--- src/rtl/fpga_link_shift_register_pkg.sv ---
// rtl/fpga_link_shift_register_pkg.sv - shared state encodings and link constants for the serial link shift engine
// Optional parity framing is selected with FPGA_LINK_PARITY_EN.
package fpga_link_shift_register_pkg;

    typedef enum logic [1:0] {
        ST_IDLE  = 2'd0,
        ST_SHIFT = 2'd1,
        ST_DONE  = 2'd2
    } link_state_e;

    localparam logic LINK_IDLE_LEVEL = 1'b1;

`ifdef FPGA_LINK_PARITY_EN
    localparam int PARITY_BITS = 1;
`else
    localparam int PARITY_BITS = 0;
`endif

endpackage

--- src/rtl/fpga_bit_counter.sv ---
// rtl/fpga_bit_counter.sv - clearable bit counter with terminal-count compare
module fpga_bit_counter #(
    parameter int CNT_W = 4
) (
    input  logic             clk_i,
    input  logic             resetn_i,
    input  logic             clear_i,
    input  logic             en_i,
    input  logic [CNT_W-1:0] term_i,
    output logic [CNT_W-1:0] count_o,
    output logic             tc_o
);

    logic [CNT_W-1:0] count_q;
    logic [CNT_W-1:0] count_d;

    always_comb begin
        count_d = count_q;
        if (clear_i) begin
            count_d = '0;
        end else if (en_i) begin
            count_d = count_q + 1'b1;
        end
    end

    always_ff @(posedge clk_i) begin
        if (!resetn_i) begin
            count_q <= '0;
        end else begin
            count_q <= count_d;
        end
    end

    assign count_o = count_q;
    assign tc_o    = (count_q == term_i);

endmodule

--- src/rtl/fpga_link_shift_register.sv ---
// rtl/fpga_link_shift_register.sv - full-duplex shift engine for the FPGA-to-FPGA serial link
// Define FPGA_LINK_PARITY_EN to append an even-parity bit to every frame.
module fpga_link_shift_register
    import fpga_link_shift_register_pkg::*;
#(
    parameter int WIDTH     = 8,
    parameter int MSB_FIRST = 1
) (
    input  logic             clock,
    input  logic             reset,
    input  logic [WIDTH-1:0] data_in_p,
    input  logic             load_valid,
    output logic             load_ready,
    input  logic             shift_en,
    input  logic             data_in_s,
    output logic             tx_serial,
    output logic [WIDTH-1:0] data_out,
    output logic             busy,
    output logic             frame_done,
    output logic             parity_err
);

    localparam int FRAME_BITS = WIDTH + PARITY_BITS;
    localparam int CNT_W      = $clog2(WIDTH + 2);
    localparam logic [CNT_W-1:0] LAST_BIT = CNT_W'(FRAME_BITS - 1);

    link_state_e           state_q, state_d;
    logic [FRAME_BITS-1:0] shreg_q, shreg_d;
    logic [WIDTH-1:0]      data_out_q, data_out_d;

    logic [FRAME_BITS-1:0] load_frame;
    logic [FRAME_BITS-1:0] shifted;
    logic [WIDTH-1:0]      rx_word;
    logic                  out_bit;
    logic                  cnt_clear;
    logic                  cnt_en;
    logic                  cnt_tc;
    logic [CNT_W-1:0]      cnt_value;

`ifdef FPGA_LINK_PARITY_EN
    logic perr_q, perr_d;
    logic rx_par;
`endif

    fpga_bit_counter #(
        .CNT_W (CNT_W)
    ) u_bit_counter (
        .clk_i    (clock),
        .resetn_i (reset),
        .clear_i  (cnt_clear),
        .en_i     (cnt_en),
        .term_i   (LAST_BIT),
        .count_o  (cnt_value),
        .tc_o     (cnt_tc)
    );

    // The frame register is oriented so the output end is always the next bit
    // to leave and the received bits pile up from the opposite end.
    always_comb begin
`ifdef FPGA_LINK_PARITY_EN
        if (MSB_FIRST != 0) begin
            load_frame = {data_in_p, ^data_in_p};
            shifted    = {shreg_q[FRAME_BITS-2:0], data_in_s};
            rx_word    = shifted[FRAME_BITS-1:1];
            rx_par     = shifted[0];
        end else begin
            load_frame = {^data_in_p, data_in_p};
            shifted    = {data_in_s, shreg_q[FRAME_BITS-1:1]};
            rx_word    = shifted[WIDTH-1:0];
            rx_par     = shifted[FRAME_BITS-1];
        end
`else
        load_frame = data_in_p;
        if (MSB_FIRST != 0) begin
            shifted = {shreg_q[FRAME_BITS-2:0], data_in_s};
        end else begin
            shifted = {data_in_s, shreg_q[FRAME_BITS-1:1]};
        end
        rx_word = shifted;
`endif
        out_bit = (MSB_FIRST != 0) ? shreg_q[FRAME_BITS-1] : shreg_q[0];
    end

    always_comb begin
        state_d    = state_q;
        shreg_d    = shreg_q;
        data_out_d = data_out_q;
        cnt_clear  = 1'b0;
        cnt_en     = 1'b0;
`ifdef FPGA_LINK_PARITY_EN
        perr_d     = perr_q;
`endif
        case (state_q)
            ST_IDLE: begin
                if (load_valid) begin
                    state_d   = ST_SHIFT;
                    shreg_d   = load_frame;
                    cnt_clear = 1'b1;
                end
            end
            ST_SHIFT: begin
                if (shift_en) begin
                    shreg_d = shifted;
                    cnt_en  = 1'b1;
                    // Capture on the final strobe so data_out is already valid in DONE.
                    if (cnt_tc) begin
                        state_d    = ST_DONE;
                        data_out_d = rx_word;
`ifdef FPGA_LINK_PARITY_EN
                        perr_d     = (rx_par != ^rx_word);
`endif
                    end
                end
            end
            ST_DONE: begin
                state_d = ST_IDLE;
            end
            default: begin
                state_d = ST_IDLE;
            end
        endcase
    end

    always_ff @(posedge clock) begin
        if (!reset) begin
            state_q    <= ST_IDLE;
            shreg_q    <= '0;
            data_out_q <= '0;
`ifdef FPGA_LINK_PARITY_EN
            perr_q     <= 1'b0;
`endif
        end else begin
            state_q    <= state_d;
            shreg_q    <= shreg_d;
            data_out_q <= data_out_d;
`ifdef FPGA_LINK_PARITY_EN
            perr_q     <= perr_d;
`endif
        end
    end

    assign load_ready = (state_q == ST_IDLE);
    assign busy       = (state_q != ST_IDLE);
    assign frame_done = (state_q == ST_DONE);
    assign tx_serial  = (state_q == ST_SHIFT) ? out_bit : LINK_IDLE_LEVEL;
    assign data_out   = data_out_q;

`ifdef FPGA_LINK_PARITY_EN
    assign parity_err = perr_q;
`else
    assign parity_err = 1'b0;
`endif

endmodule

--- config.mk ---
export PLATFORM = sky130hd
export DESIGN_NAME = fpga_link_shift_register
export DESIGN_NICKNAME = d
export VERILOG_FILES = /design/src/rtl/fpga_link_shift_register_pkg.sv /design/src/rtl/fpga_bit_counter.sv /design/src/rtl/fpga_link_shift_register.sv
export SDC_FILE = /design/constraint.sdc
export NUM_CORES = 1
export LEC_CHECK = 0
export BUFFER_PORTS_ARGS = -buffer_cell sky130_fd_sc_hd__buf_2
export CAP_MARGIN = 15
export CORE_MARGIN = 4
export CORE_UTILIZATION = 30
export DETAILED_ROUTE_END_ITERATION = 10
export GPL_ROUTABILITY_DRIVEN = 0
export SETUP_SLACK_MARGIN = 0.3
export SLEW_MARGIN = 40
export SYNTH_ARGS = -nofsm -noshare
export SYNTH_HDL_FRONTEND = slang
export SYNTH_HIERARCHICAL = 1
export SYNTH_SLANG_ARGS = --single-unit
--- constraint.sdc ---
create_clock -name clock -period 1.34 [get_ports clock]
set_clock_uncertainty 0.05 [all_clocks]
set_input_delay 0.067 -clock clock [delete_from_list [all_inputs] [get_ports clock]]
set_output_delay 0.067 -clock clock [all_outputs]
set_load 0.01 [all_outputs]
==> results of run 1 <==
==> synthesized netlist by cell type (2+ instances only) <==
| library cell | number |
|---|---|
| buf_6 | 2 |
| nand3b_1 | 2 |
| a21boi_2 | 8 |
| nor2_1 | 2 |
| xor2_1 | 4 |
| conb_1 | 2 |
| mux2i_1 | 2 |
| o21a_1 | 8 |
| or3b_1 | 2 |
| o221a_1 | 8 |
| nand2_1 | 16 |
| dfxtp_1 | 22 |
| inv_1 | 3 |
==> sequential cells by signal, indices dropped and copies added, names as in the netlist <==
signal                 cells
shreg_q                    8
u_bit_counter/count_o      4
state_q                    2
data_out                   8
==> what timing repair did <==
item / in CTS / in global routing
hold buffers: 9 / 0
gates resized for setup: 21 / 4
setup endpoints to repair: 26 / 26
pin swaps: 4 / 4
hold endpoints to repair: 9 / 0
setup buffers: 6 / 0
==> final timing paths <==
kind / end / slack, ps / depth (start not counted)
max reg2reg: data_out[4]$_SDFFE_PN0P_ / -50 / 7
max: data_out[4]$_SDFFE_PN0P_ / -50 / 7
min: state_q[0]$_SDFFE_PN0P_ / 30 / 3
min reg2reg: state_q[0]$_SDFFE_PN0P_ / 420 / 1
==> per-layer routing <==
layer | routed length, microns | vias up | track usage (%)
met5 | 0 | - | 0
met4 | 13 | 0 | 3.29
met3 | 122 | 2 | 3.49
met2 | 1100 | 19 | 18.8
met1 | 1070 | 402 | 14.6
li1 | - | 465 | -
==> where the power goes <==
part           internal, W  switching (W)
sequential        0.000680      0.0000230
clock             0.000302       0.000199
combinational     0.000122      0.0000963
total              0.00111       0.000318
==> through the flow <==
step	cell area [sq um]	power [W]	setup WS, ps
2_1_floorplan	1090	0.000833	169
3_3_place_gp	1300	0.000887	-58.5
3_5_place_dp	1300	0.000891	-91.9
4_1_cts	1550	0.00143	-69.0
5_1_grt	1570	0.00150	-157
6_report	1570	0.00142	-53.0
==> area by class of cell <==
| type | instances | area (sq um) | share of cell area, % |
|---|---|---|---|
| sequential | 22 | 452 | 28.8 |
| timing repair buffer | 48 | 362 | 23.0 |
| tap | 46 | 57.6 | 3.67 |
| clock inverter | 1 | 30.0 | 1.91 |
| inverter | 3 | 13.8 | 0.877 |
| clock buffer | 3 | 22.5 | 1.44 |
| multi-input combinational | 76 | 632 | 40.3 |
==> critical path, delay by kind of cell, from the launching register on <==
family / cells / cell delay (ps)
flip-flops: 1 / 370
buffers and inverters: 2 / 330
XOR/XNOR: 1 / 80
AO/OA/AOI/OAI: 1 / 50
AND/OR/NAND/NOR: 3 / 430
==> kinds of logic (layout without fill, tap and decap cells) <==
logic type,Yosys count,count (layout),share of synthesized area (%)
muxes,3,3,3.20
adders and majority gates,1,1,1.19
xor gates and xnor gates,5,5,4.15
AOI/OAI and AO/OA,27,27,24.7
DFF,22,22,41.8
other,2,5,0.712
buffers and inverters,8,55,4.74
and+or+nand+nor,35,35,19.6
==> flow_metrics.tcl, run 1 <==
set metrics [dict create \
    status "finished, violations left" \
    violations "setup timing" \
    cts_max_path_buffers 2 \
    dieArea_sq_um 4530 \
    initial_core_util_pct 31.4 \
    route.detailed.drc 0 \
    cts_tree "built" \
    cp_cell_sequence "xor2_2 -> nor4_2 -> buf_4 -> nand4b_1 -> buf_6 -> nand2_2 -> a21boi_2" \
    worstPathArrival_ps 1550 \
    grt_pass1_wl_mm 4.00 \
    final_nets 168 \
    grt_pass1_vias 873 \
    fmax_mhz 718 \
    critPathMaxStageDelay_ps 370 \
    r2r-start "u_bit_counter/count_o[2]$_SDFFE_PP0P_" \
    utilization_pct 46.7 \
    synth_flop_cell "dfxtp_1" \
    p_leak_nw 0.671 \
    dp.cells 180 \
    dp_hpwl_mm 1.62 \
    htree_levels 1 \
    syn-instance-count 103 \
    synth_top_cell_area_share_pct 41.8 \
    area_growth_pct 48.8 \
    die_h_microns 67.3 \
    maxCapViolCount 0 \
    cp-end-kind "flop" \
    avgSynthCellArea_sq_um 10.2 \
    syn_area_sq_um 1050 \
    vias 888 \
    hold_class "input port to flop" \
    worst_hold_slack_ps 29.3 \
    synthArstFlopShare_pct 0 \
    routed_via_density 4.46 \
    wl_mm 2.31 \
    drtAntennaViolNets 0 \
    clock-root-buffer "clkbuf_4" \
    ys_seq_elements 22 \
    ys_types 35 \
    ir_worst_vdd_mv 0.484 \
    final_common_cell "buf_2" \
    drtPass1Iterations 4 \
    power_density_nw_per_um2 907 \
    rsz0062_at_grt "yes" \
    antenna_found_initial 0 \
    seq_area_frac_synth_pct 41.8 \
    clk_latency_ps 300 \
    finalHoldViolCount 0 \
    core_area_sq_um 3360 \
    grt_usage_pct 11.5 \
    rows 21 \
    cp-startpoint "u_bit_counter/count_o[2]$_SDFFE_PP0P_" \
    drive_gt1_share_pct 51.0 \
    grt_max_degree 21 \
    timing.final.ws_setup_ps -53.0 \
    ios 26 \
    final_period_minus_worst_setup_slack_ps 1390 \
    io_buffers 24 \
    overflow 0 \
    synth_top_area_cell "dfxtp_1" \
    fp.dieW_microns 67.3 \
    drv_slew 0 \
    final_cell_mix "buf_2, dfxtp_1, dlygate4sd3_1, buf_6" \
    fin_crit_sh_pct 104 \
    yosys_warnings 6 \
    numCtsBuffers 3 \
    clk_pin_slew_ps 120 \
    finalSetupViolations 8 \
    fin_tns_setup_ps -406 \
    synth_area_leaders "dfxtp_1, a21boi_2, o221a_1" \
    post_drt_wl_per_cell_microns 11.6 \
    critPathKind "flop to flop" \
    synth-edff-count 0 \
    drt-initial-drc-count 21 \
    path_max_fanout 8 \
    antennaDiodeCount 0 \
    slowest_stage "dfxtp_2" \
    start_kind "flop" \
    critPathRequiredTime_ps 1500 \
    holdCritStartpoint "load_valid" \
    n_fill_cell 336 \
    cts_sinks 22 \
    fin_cells 199 \
]
(Power assumes the default switching activity.)
==> inputs of run 2 (changes only) <==
- clock period: 1.34 -> 1.15 ns (I/O delays scaled with it)
==> flow_metrics.tcl, run 2 (synthesis gave the netlist of run 1 again) <==
set metrics [dict create \
    status "finished, violations left" \
    violations "setup timing" \
    drtPass1Iterations 4 \
    clk_pin_slew_ps 120 \
    critPathKind "flop to flop" \
    cts_sinks 22 \
    utilization_pct 51.5 \
    swShare_pct 22.8 \
    die_h_microns 67.3 \
    worstPathArrival_ps 1630 \
    finalHoldViolCount 0 \
    finalSetupViolations 24 \
    critPathMaxStageDelay_ps 350 \
    rsz0062_at_grt "yes" \
    ios 26 \
    drt-initial-drc-count 31 \
    numCtsBuffers 3 \
    routed_via_density 4.53 \
    reg2reg_slack_ps -280 \
    fmax_mhz 699 \
    antenna_found_initial 0 \
    cp-end-kind "flop" \
    final_cell_mix "buf_6, buf_2, buf_4" \
    n_fill_cell 310 \
    drive_gt1_share_pct 61.5 \
    fp.dieW_microns 67.3 \
    final_nets 176 \
    overflow 0 \
    seq_power_share_pct 48.8 \
    hold_class "input port to flop" \
    reg2reg_to "data_out[5]$_SDFFE_PN0P_" \
    cp-startpoint "u_bit_counter/count_o[1]$_SDFFE_PP0P_" \
    hold_depth 3 \
    core_area_sq_um 3360 \
    dp_hpwl_mm 1.71 \
    path_max_fanout 5 \
    vias 938 \
    cp_cell_sequence "xor2_1 -> nor4_2 -> and4b_2 -> buf_6 -> nand2_1 -> a21boi_2" \
    final_period_minus_worst_setup_slack_ps 1430 \
    htree_levels 1 \
    slowest_stage "dfxtp_2" \
    cts_tree "built" \
    p_clk_share_pct 34.8 \
    holdCritStartpoint "load_valid" \
    drv_slew 0 \
    ir_worst_vdd_mv 0.630 \
    combPwrFrac_pct 16.3 \
    clock-root-buffer "clkbuf_4" \
    clk_latency_ps 310 \
    grt_pass1_vias 923 \
    p_leak_nw 0.729 \
    fin_crit_sh_pct 124 \
    cts_max_path_buffers 2 \
    internal_power_w 0.00130 \
    rows 21 \
    initial_core_util_pct 31.4 \
    timing.final.ws_setup_ps -281 \
    maxCapViolCount 0 \
    route.detailed.drc 0 \
    grt_pass1_wl_mm 4.23 \
    io_buffers 24 \
    reg2reg_depth 6 \
    post_drt_wl_per_cell_microns 12.3 \
    critPathRequiredTime_ps 1350 \
    grt_max_degree 21 \
    power_w 0.00168 \
    hold_end "state_q[0]$_SDFFE_PN0P_" \
    drtAntennaViolNets 0 \
    power_density_nw_per_um2 972 \
    wl_mm 2.54 \
    area_growth_pct 64.2 \
    final_common_cell "buf_6" \
    dieArea_sq_um 4530 \
    grt_usage_pct 12.4 \
    start_kind "flop" \
    p_sw_w 0.000384 \
    antennaDiodeCount 0 \
    r2r-start "u_bit_counter/count_o[1]$_SDFFE_PP0P_" \
]
[run 2: changes by cell type in the layout (fill, tap and decap cells not counted), moves of 3 or more]
cell     change
buf_6       +10
dfxtp_1      -8
buf_2        -8
dfxtp_2      +8
nand2_2      +3
nand2_1      -4
buf_4        +5
[run 2: worst max path at each step]
| stage | endpoint | slack (ps) |
|---|---|---|
| 6_report | data_out[5]$_SDFFE_PN0P_ | -280 |
| 5_1_grt | data_out[7]$_SDFFE_PN0P_ | -340 |
| 4_1_cts | data_out[3]$_SDFFE_PN0P_ | -280 |
| 3_5_place_dp | data_out[6]$_SDFFE_PN0P_ | -290 |
| 3_3_place_gp | data_out[3]$_SDFFE_PN0P_ | -250 |
| 2_1_floorplan | u_bit_counter/count_o[3]$_SDFFE_PP0P_ | -20 |
[run 2: per-stage QoR]
stage	instances	setup slack (ps)	hold WS [ps]	setup TNS [ps]	instance area (sq um)
6_report	207	-281	37.0	-3660	1730
5_1_grt	207	-337	27.3	-5330	1730
4_1_cts	207	-278	30.4	-3760	1670
3_5_place_dp	183	-288	285	-3300	1320
3_3_place_gp	183	-248	283	-2690	1320
2_1_floorplan	106	-20.6	153	-20.6	1090
[run 2: power by group through the flow]
stage / sequential [W] / combinational (W) / clock [W]
6_report: 0.000822 / 0.000275 / 0.000586
5_1_grt: 0.000826 / 0.000299 / 0.000637
4_1_cts: 0.000819 / 0.000271 / 0.000604
3_5_place_dp: 0.000843 / 0.000204 / 0
3_3_place_gp: 0.000844 / 0.000200 / 0
2_1_floorplan: 0.000830 / 0.000141 / 0
[run 2: timing repair]
action | in CTS | in global routing
pin swaps | 14 | 6
gates cloned | 1 | 0
setup endpoints to repair | 34 | 34
hold buffers | 9 | 0
gates resized for setup | 38 | 14
hold endpoints to repair | 9 | 0
buffers inserted | 10 | 0
[run 2: critical path: cells and delay by family (launching register included)]
kind,cells,cell delay [ps]
DFF,1,350
AOI/OAI and AO/OA,1,110
buffers and inverters,1,130
and+or+nand+nor,3,660
xor gates and xnor gates,1,70
[run 2: layout make-up]
cell class	instances	area, sq um	area share [%]
multi-input cells	76	659	38.1
inverters	3	13.8	0.795
clock buffers	3	22.5	1.30
repair buffers	56	487	28.1
flip-flops and latches	22	462	26.7
clock inverters	1	30.0	1.73
well taps	46	57.6	3.32
[run 2: metal layers]
| layer | global-route usage, % | up-vias | share of wire [%] |
|---|---|---|---|
| li1 | - | 474 | - |
| met1 | 15.5 | 441 | 45 |
| met2 | 20.7 | 21 | 49 |
| met3 | 4.16 | 2 | 5.0 |
| met4 | 2.28 | 0 | 0.43 |
| met5 | 0 | - | 0 |
==> inputs of run 3 (changes only) <==
- CORE_MARGIN: 4 -> unset
- CTS_BUF_LIST: unset -> sky130_fd_sc_hd__clkbuf_16
==> flow_metrics.tcl, run 3 (synthesis gave the netlist of run 1 again) <==
set metrics [dict create \
    finalSetupViolations 25 \
    ios 26 \
    power_density_nw_per_um2 1260 \
    rows 21 \
    antennaDiodeCount 0 \
    worst_hold_slack_ps 27.9 \
    final_common_cell "buf_2" \
    violations "setup timing" \
    hold_class "input port to flop" \
    wl_mm 2.39 \
    swShare_pct 22.1 \
    final_nets 161 \
    fin_cells 192 \
    initial_core_util_pct 31.4 \
    timing.final.ws_setup_ps -253 \
    combPwrFrac_pct 12.0 \
    placed_area_sq_um 1310 \
    drt-initial-drc-count 36 \
    antenna_found_initial 0 \
    vias 880 \
    grt_usage_pct 14.1 \
    cts_max_path_buffers 2 \
    post_drt_wl_per_cell_microns 12.4 \
    critPathKind "flop to flop" \
    drv_slew 0 \
    final_cell_mix "buf_2, dfxtp_1, nand2_1, buf_4, buf_6" \
    htree_levels 1 \
    start_kind "flop" \
    clk_latency_ps 250 \
    finalHoldViolCount 0 \
    seq_power_share_pct 42.2 \
    critPathRequiredTime_ps 1250 \
    area_growth_pct 47.8 \
    worstPathArrival_ps 1500 \
    cts_tree "built" \
    rsz0062_at_grt "yes" \
    fin_crit_sh_pct 122 \
    fmax_mhz 713 \
    postCtsHoldBufs 0 \
    cp-end-kind "flop" \
    final_period_minus_worst_setup_slack_ps 1400 \
    utilization_pct 46.4 \
    clock-root-buffer "clkbuf_16" \
    fin_area_sq_um 1560 \
    ir_worst_vdd_mv 0.658 \
    dp_hpwl_mm 1.67 \
    io_buffers 24 \
    path_max_fanout 8 \
    dieArea_sq_um 3760 \
    dp.cells 181 \
    drtAntennaViolNets 0 \
    numCtsBuffers 3 \
    p_clk_share_pct 45.7 \
    status "finished, violations left" \
    grt_max_degree 21 \
    routed_via_density 4.58 \
    grt_pass1_wl_mm 3.91 \
    internal_power_w 0.00153 \
    fp.dieW_microns 61.3 \
    cts_sinks 22 \
    power_w 0.00196 \
    maxCapViolCount 0 \
    clk_pin_slew_ps 60 \
    grt_pass1_vias 880 \
    overflow 0 \
    p_sw_w 0.000432 \
    p_leak_nw 0.665 \
    route.detailed.drc 0 \
    die_h_microns 61.3 \
    drtPass1Iterations 4 \
    core_area_sq_um 3360 \
    drive_gt1_share_pct 54.1 \
]
-- run 3: cell count changes in the layout (fill, tap and decap cells not counted), moves of 5 or more --
| cell | previous run | this run |
|---|---|---|
| buf_2 | 14 | 20 |
| buf_6 | 19 | 9 |
| dfxtp_1 | 9 | 14 |
| dfxtp_2 | 11 | 6 |
| dlygate4sd3_1 | 9 | 0 |
| nand2_1 | 4 | 10 |
| nand2_2 | 11 | 5 |
-- run 3: metal layers --
metal | global-route usage (%) | share of wire [%]
met1 | 18.5 | 47
met4 | 3.25 | 0.71
met2 | 24.2 | 48
met3 | 2.10 | 3.5
met5 | 0 | 0
-- run 3: worst paths after layout --
| check | start | to | slack (ps) | cells past startpoint |
|---|---|---|---|---|
| setup reg to reg | u_bit_counter/count_o[1]$_SDFFE_PP0P_ | data_out[2]$_SDFFE_PN0P_ | -250 | 7 |
| setup / recovery | u_bit_counter/count_o[1]$_SDFFE_PP0P_ | data_out[2]$_SDFFE_PN0P_ | -250 | 7 |
| hold / removal | data_in_p[1] | shreg_q[1]$_SDFFE_PN0P_ | 30 | 2 |
| hold reg to reg | data_out[6]$_SDFFE_PN0P_ | data_out[6]$_SDFFE_PN0P_ | 410 | 2 |
-- run 3: timing repair --
item                                    in CTS  in global routing
endpoints found under the setup margin      26                 30
pin swaps                                    6                  9
gates cloned                                 1                  0
setup buffers                                4                  2
resized for setup                           14                 12
-- run 3: critical path: stages (launching register included) --
cell and delay, ps:
dfxtp_2 350, xor2_2 70, nor4_2 280, buf_4 160, nand4b_1 100, buf_6 160
nand2_1 70, a21boi_2 50
-- run 3: final cells by class --
cell class,count,area [sq um]
inverters,3,13.8
well taps,46,57.6
fillers,344,1800
flip-flops and latches,22,455
multi-input cells,77,636
repair buffers,40,297
clock buffers,4,100
-- run 3: power by group through the flow --
stage | registers (W) | logic [W] | clock network [W]
after floorplan | 0.000830 | 0.000141 | 0
after global placement | 0.000845 | 0.000196 | 0
after detailed placement | 0.000844 | 0.000200 | 0
after CTS | 0.000827 | 0.000221 | 0.000912
after global routing | 0.000831 | 0.000258 | 0.000940
final | 0.000827 | 0.000236 | 0.000895
-- run 3: per-stage QoR --
step / TNS, ps / setup slack, ps
after floorplan: -20.6 / -20.6
after global placement: -3210 / -318
after detailed placement: -3730 / -374
after CTS: -3260 / -268
after global routing: -4670 / -352
final: -2870 / -253
